File: src/rtl/fl_ckpt_ctrl_pkg.sv
// Shared sizing, FSM encoding and bus payloads for the free-list branch-checkpoint controller.
package fl_ckpt_ctrl_pkg;

  localparam int unsigned NUM_SUPER  = 2;
  localparam int unsigned NUM_CKPT   = 4;
  localparam int unsigned CKPT_TAG_W = $clog2(NUM_CKPT);
  localparam int unsigned CKPT_PTR_W = CKPT_TAG_W + 1;
  localparam int unsigned FL_IDX_W   = 5;

  typedef enum logic {IDLE, RECOVER} ckpt_state_e;

  typedef struct packed {
    logic                                  ckpt_avail;
    logic [NUM_SUPER-1:0][CKPT_TAG_W-1:0]  ckpt_tag;
  } DECODER_CKPT_OUT_t;

  typedef struct packed {
    logic recovering;
  } BR_CKPT_OUT_t;

  typedef struct packed {
    logic                rollback_en;
    logic [FL_IDX_W-1:0] FL_rollback_idx;
  } CKPT_FL_OUT_t;

  // Number of branches in a dispatch group, sized for pointer arithmetic.
  function automatic logic [CKPT_PTR_W-1:0] br_count(input logic [NUM_SUPER-1:0] v);
    br_count = '0;
    for (int i = 0; i < int'(NUM_SUPER); i++) br_count = br_count + CKPT_PTR_W'(v[i]);
  endfunction

endpackage

File: src/rtl/fl_ckpt_younger_mask.sv
// Marks the resolving entry and every younger entry up to the tail, wrap-aware via head-relative offsets.
module ckpt_younger_mask
  import fl_ckpt_ctrl_pkg::*;
(
  input  logic [CKPT_PTR_W-1:0] head_i,
  input  logic [CKPT_PTR_W-1:0] tail_i,
  input  logic [CKPT_TAG_W-1:0] tag_i,
  output logic [NUM_CKPT-1:0]   mask_o
);

  logic [CKPT_PTR_W-1:0] count;
  logic [CKPT_TAG_W-1:0] off_t;
  logic [CKPT_TAG_W-1:0] off_j;

  always_comb begin
    count  = tail_i - head_i;
    off_t  = tag_i - head_i[CKPT_TAG_W-1:0];
    off_j  = '0;
    mask_o = '0;
    for (int j = 0; j < int'(NUM_CKPT); j++) begin
      off_j     = CKPT_TAG_W'(j) - head_i[CKPT_TAG_W-1:0];
      mask_o[j] = (off_j >= off_t) && (CKPT_PTR_W'(off_j) < count);
    end
  end

endmodule

File: src/rtl/fl_ckpt_ctrl.sv
// Branch-checkpoint controller: snapshots FL tail per dispatched branch and
// drives a zero-cycle FL rollback on a mispredict.
module fl_ckpt_ctrl
  import fl_ckpt_ctrl_pkg::*;
(
  input  logic                                 clock,
  input  logic                                 reset,
  input  logic                                 dispatch_en_i,
  input  logic [NUM_SUPER-1:0]                 branch_valid_i,
  input  logic [NUM_SUPER-1:0][FL_IDX_W-1:0]   FL_idx_i,
  input  logic                                 resolve_valid_i,
  input  logic [CKPT_TAG_W-1:0]                resolve_tag_i,
  input  logic                                 resolve_mispredict_i,
  output logic                                 ckpt_avail_o,
  output logic [NUM_SUPER-1:0][CKPT_TAG_W-1:0] ckpt_tag_o,
  output logic                                 rollback_en_o,
  output logic [FL_IDX_W-1:0]                  FL_rollback_idx_o,
  output logic                                 recovering_o
);

  ckpt_state_e                          state_q, state_d;
  logic [CKPT_PTR_W-1:0]                head_q, head_d, tail_q, tail_d;
  logic [CKPT_PTR_W-1:0]                count_c, free_c, n_br_c;
  logic [NUM_CKPT-1:0]                  valid_q, valid_d, kill_mask_c;
  logic [NUM_CKPT-1:0][FL_IDX_W-1:0]    idx_q, idx_d;
  logic [CKPT_TAG_W-1:0]                rel_tag_c;
  logic                                 mispredict_c, hit_c, alloc_c;
  DECODER_CKPT_OUT_t                    dec_out_c;
  CKPT_FL_OUT_t                         fl_out_c;
  BR_CKPT_OUT_t                         br_out;

  ckpt_younger_mask u_mask (
    .head_i (head_q),
    .tail_i (tail_q),
    .tag_i  (resolve_tag_i),
    .mask_o (kill_mask_c)
  );

  // Availability, tag assignment and rollback decode.
  always_comb begin
    count_c   = tail_q - head_q;
    free_c    = CKPT_PTR_W'(NUM_CKPT) - count_c;
    n_br_c    = br_count(branch_valid_i);
    dec_out_c.ckpt_avail  = (state_q == IDLE) && (free_c >= n_br_c);
    dec_out_c.ckpt_tag[0] = tail_q[CKPT_TAG_W-1:0];
    dec_out_c.ckpt_tag[1] = (branch_valid_i == 2'b10) ? tail_q[CKPT_TAG_W-1:0]
                                                       : tail_q[CKPT_TAG_W-1:0] + CKPT_TAG_W'(1);
    mispredict_c = resolve_valid_i && resolve_mispredict_i;
    hit_c        = mispredict_c && valid_q[resolve_tag_i] && !reset;
    fl_out_c.rollback_en     = hit_c;
    fl_out_c.FL_rollback_idx = idx_q[resolve_tag_i];
    alloc_c   = dispatch_en_i && dec_out_c.ckpt_avail && !mispredict_c;
    rel_tag_c = resolve_tag_i - head_q[CKPT_TAG_W-1:0];
  end

  // Next-state: resolve clear, allocation, rollback truncation, then head reclaim.
  always_comb begin
    valid_d = valid_q;
    idx_d   = idx_q;
    tail_d  = tail_q;
    head_d  = head_q;
    state_d = IDLE;
    if (resolve_valid_i && !resolve_mispredict_i) valid_d[resolve_tag_i] = 1'b0;
    if (alloc_c) begin
      for (int i = 0; i < int'(NUM_SUPER); i++) begin
        if (branch_valid_i[i]) begin
          valid_d[dec_out_c.ckpt_tag[i]] = 1'b1;
          idx_d[dec_out_c.ckpt_tag[i]]   = FL_idx_i[i];
        end
      end
      tail_d = tail_q + n_br_c;
    end
    if (hit_c) begin
      valid_d = valid_d & ~kill_mask_c;
      tail_d  = head_q + CKPT_PTR_W'(rel_tag_c) + CKPT_PTR_W'(1);
      state_d = RECOVER;
    end
    // Walking head_d sequentially makes the two-step reclaim stop at the first valid entry.
    for (int k = 0; k < 2; k++) begin
      if ((head_d != tail_d) && !valid_d[head_d[CKPT_TAG_W-1:0]]) head_d = head_d + CKPT_PTR_W'(1);
    end
  end

  always_ff @(posedge clock) begin
    if (reset) begin
      state_q <= IDLE;
      head_q  <= '0;
      tail_q  <= '0;
      valid_q <= '0;
      idx_q   <= '0;
    end else begin
      state_q <= state_d;
      head_q  <= head_d;
      tail_q  <= tail_d;
      valid_q <= valid_d;
      idx_q   <= idx_d;
    end
  end

  assign br_out.recovering = (state_q == RECOVER);

  assign ckpt_avail_o      = dec_out_c.ckpt_avail;
  assign ckpt_tag_o        = dec_out_c.ckpt_tag;
  assign rollback_en_o     = fl_out_c.rollback_en;
  assign FL_rollback_idx_o = fl_out_c.FL_rollback_idx;
  assign recovering_o      = br_out.recovering;

endmodule

File: config.mk
export PLATFORM = sky130hd
export DESIGN_NAME = fl_ckpt_ctrl
export DESIGN_NICKNAME = d
export VERILOG_FILES = /design/src/rtl/fl_ckpt_ctrl_pkg.sv /design/src/rtl/fl_ckpt_younger_mask.sv /design/src/rtl/fl_ckpt_ctrl.sv
export SDC_FILE = /design/constraint.sdc
export NUM_CORES = 1
export LEC_CHECK = 0
export ABC_AREA = 1
export CAP_MARGIN = 15
export CORE_ASPECT_RATIO = 0.9
export CORE_UTILIZATION = 40
export CTS_BUF_LIST = sky130_fd_sc_hd__clkbuf_4
export DETAILED_ROUTE_END_ITERATION = 6
export PLACE_DENSITY = 0.7
export SYNTH_ARGS = -nofsm -noshare
export SYNTH_HDL_FRONTEND = slang
export SYNTH_SLANG_ARGS = --single-unit
File: constraint.sdc
create_clock -name clock -period 4.55 [get_ports clock]
set_input_delay 0.455 -clock clock [delete_from_list [all_inputs] [get_ports clock]]
set_output_delay 0.455 -clock clock [all_outputs]
set_load 0.02 [all_outputs]
==> flow_summary.rst <==
.. list-table::
   :header-rows: 1

   * - Metric
     - Value
   * - Post-synth top flop
     - sky130_fd_sc_hd__dfxtp_1
   * - Longest individual stage delay on the worst path
     - approximately 0.7 ns
   * - Antenna violations before repair
     - 0
   * - Post-synth ARST share
     - 0%
   * - Total of cells resized after clock tree synthesis
     - 0
   * - Number of buffers added by the clock tree synthesis step
     - 5
   * - Top area cells in the synthesized netlist
     - sky130_fd_sc_hd__dfxtp_1 21%, sky130_fd_sc_hd__nand2_1 16%, sky130_fd_sc_hd__ha_1 8.0%
   * - Final critical path time including I/O delays and setup
     - about 4.1 ns
   * - Busiest metal layer after global routing
     - met2
   * - Pleak
     - 0.001605 uW
   * - Worst endpoint data arrival time
     - approximately 4.4 ns
   * - Wire length per cell after detailed routing
     - roughly 14 um
   * - Die width
     - ~93 um
   * - Post-synthesis cell count
     - 456
   * - Slowest cell on the critical path
     - sky130_fd_sc_hd__fa_1
   * - Most used standard cells in the synthesized netlist
     - 130 x sky130_fd_sc_hd__nand2_1, 60 x sky130_fd_sc_hd__inv_1, 31 x sky130_fd_sc_hd__dfxtp_1
   * - Post-synth top area cell
     - sky130_fd_sc_hd__dfxtp_1
   * - Slew margin rel.
     - about three fifths
   * - Crit Path Class
     - reg2reg
   * - Routing usage on met3
     - 3.552%
   * - Number of buffers inserted by port buffering
     - 30
   * - Max H-tree Level
     - 2
   * - Count of max-cap constraint violations
     - 0
   * - Grt ovf
     - 0
   * - Clk buf depth
     - 2
   * - Unrepaired setup endpoints after global routing
     - no
   * - Area of the mapped netlist
     - just under 3000 um2
   * - All-Layer GR Usage
     - 21.36%
   * - Actual slew at the worst max-slew pin
     - 0.6230 ns
   * - Clock transition at path regs
     - ~0.12 ns
   * - Net total in the final layout
     - around 530
   * - Number of top-level pins
     - 31
   * - Element type at the critical path start
     - flip-flop
   * - Maximum fanout encountered on the critical timing path
     - 17
   * - Clk Tree Root Cell
     - sky130_fd_sc_hd__clkbuf_4
   * - Setup Viol. Count Final
     - 0
   * - Initial core utilization
     - approximately two fifths
   * - Highest ir drop seen on vdd
     - roughly 0.57 mV
   * - Number of clock sinks seen by CTS
     - 31
   * - Required @ worst endpoint
     - 4.83 ns
   * - Number of global-route vias before repair
     - 2,824
   * - Remaining DRCs
     - 0
   * - Area inside the core boundary
     - 7112 um2
   * - Highest Clock Rate
     - approximately 240 MHz
   * - Count of pins over their slew limit
     - 0
   * - Wirelength, routed
     - about 8000 um
   * - Number of nets with antenna violations after detailed routing
     - 0
   * - Critical path capture point type
     - flip-flop
   * - Number of antenna repair diodes
     - 0
   * - Via total after detailed routing
     - around 3,000
   * - Post-place instance area
     - 3329 um2
   * - First-pass GRT wire length
     - 13,190 um
   * - Total negative setup slack
     - 0 ns
   * - Unique cell type count in the Yosys netlist
     - 35
   * - Total non-filler cell area in the finished layout
     - 3385 um2
   * - Total Die Area
     - 7788 um2
   * - Post-Synthesis Mean Instance Area
     - ~6.5 um2
   * - Number of buffers inserted to repair setup after CTS
     - 0
   * - Std cell rows
     - 29
   * - Number of iterations in the first detailed-routing pass
     - 7
   * - Ratio of cells with drive above 1 in the final layout
     - between 10% and 20%
   * - Last weighted congestion value of the routability-driven placer
     - between 0.8 and 0.9
   * - Final worst path period share
     - 91.11%
   * - Clock tree from TritonCTS
     - yes
   * - DRT iter0 DRCs
     - between 150 and 200
   * - Post-synthesis register bit count
     - 31
   * - Number of hold buffers added after CTS
     - 0
   * - DP HPWL
     - around 6100 um
   * - Met1 routing resource usage after global routing
     - 26.69%
   * - Met2 track demand over resource in global routing
     - between 30% and 40%
   * - Sequential share of the synthesized area
     - 20.86%
   * - Vias per cell
     - about 5.3
   * - Signed area change from the synthesized netlist to the final layout
     - 13.75%
   * - Clk_lat worst skew
     - ~0.35 ns
   * - Cell with the most instances on the worst path
     - sky130_fd_sc_hd__nand2_1
   * - Library cell with the highest instance count after synthesis
     - sky130_fd_sc_hd__nand2_1
   * - Synthesized netlist net count
     - 499
   * - Hold Crit Class
     - reg2reg
   * - Die H
     - approximately 84 um
   * - Power density relative to cell area
     - roughly 750 nW/um2
   * - Final Hold Vio Count
     - 0
   * - Outcome
     - complete, no violations
   * - Number of enable-type register cells in the synthesized netlist
     - 0
   * - Largest net degree at the start of global routing
     - 31
   * - Setup skew after layout
     - between 0.015 and 0.02 ns
   * - Number of warnings printed during yosys synthesis
     - 0
   * - Area share of the largest cell type after synthesis
     - 20.86%
## cells by family after synthesis
| logic type | share of synthesized area (%) |
|---|---|
| AOI/OAI and AO/OA | 18.84 |
| xor gates and xnor gates | 1.472 |
| adders and majority gates | 11.35 |
| buffers and inverters | 11.44 |
| DFF | 20.86 |
| and+or+nand+nor | 36.04 |
## path summary, 6_finish.rpt
kind | cells past startpoint | end | slack [ns] | startpoint
setup / recovery | 26 | head_q[2] | 0.40 | tail_q[1]
hold / removal | 2 | idx_q[11] | 0.47 | idx_q[11]
setup reg to reg | 26 | head_q[2] | 0.40 | tail_q[1]
hold reg to reg | 2 | idx_q[11] | 0.47 | idx_q[11]
## cell type report
| cell class | count | area, um2 |
|---|---|---|
| clock buffer | 5 | 37.54 |
| clock inverter | 2 | 8.758 |
| fill | 757 | 3727 |
| inverter | 68 | 255.2 |
| multi-input combinational | 344 | 2022 |
| sequential | 31 | 621.8 |
| tap | 93 | 116.4 |
| timing repair buffer | 33 | 322.8 |
## sequential cells by signal, summed over array words and instances, names as in the netlist
name          count
recovering_o      1
idx_q            20
valid_q           4
tail_q            3
head_q            3
## worst max-delay path: cells and delay by family (launching register included)
family	cells	cell delay (ns)
flops	1	0.54
simple gates	17	1.52
compound gates	2	0.40
buf+inv	4	0.41
fa+ha+maj	3	1.19
## layer usage
metal | up-vias | share of wire (%) | wire length (um)
li1 | 1547 | - | -
met1 | 1398 | 45 | 3578
met2 | 76 | 48 | 3876
met3 | 14 | 4.8 | 384
met4 | 0 | 2.1 | 166
met5 | - | 0 | 0
## report_power, final
part	total [uW]	switching [uW]	internal, uW
Sequential	420	74.0	346
Clock	162	108	54.7
Combinational	1950	1240	706
## layout by cell type (no fill, tap or decap), drive strengths merged
cell             n
nand2          146
inv             64
nand3           38
o21ai           32
dfxtp           31
clkdlybuf4s50   30
a21oi           27
nor2            24
o211ai          20
ha              19
nand4            7
clkinv           6
a22oi            5
o221ai           5
fa               5
clkbuf           5
nor3             4
xnor2            3
buf              3
or2              2
xor2             2
o21bai           2
o31ai            2
and2             1
## stage by stage
| step | utilization, % | setup WS, ns | instances | power, uW | hold slack (ns) |
|---|---|---|---|---|---|
| 6_report | 47.59 | 0.4044 | 576 | 2530 | 0.4705 |
| 5_1_grt | 47.59 | 0.06943 | 576 | 2821 | 0.4967 |
| 4_1_cts | 47.47 | 0.2322 | 576 | 2511 | 0.4718 |
| 3_5_place_dp | 46.82 | 0.2729 | 569 | 2346 | 0.4552 |
| 3_3_place_gp | 46.82 | 0.4620 | 569 | 2301 | 0.4532 |
| 2_1_floorplan | - | 0.8502 | 456 | 1945 | 0.4453 |
Note: power is estimated with default switching activity, not from simulation.
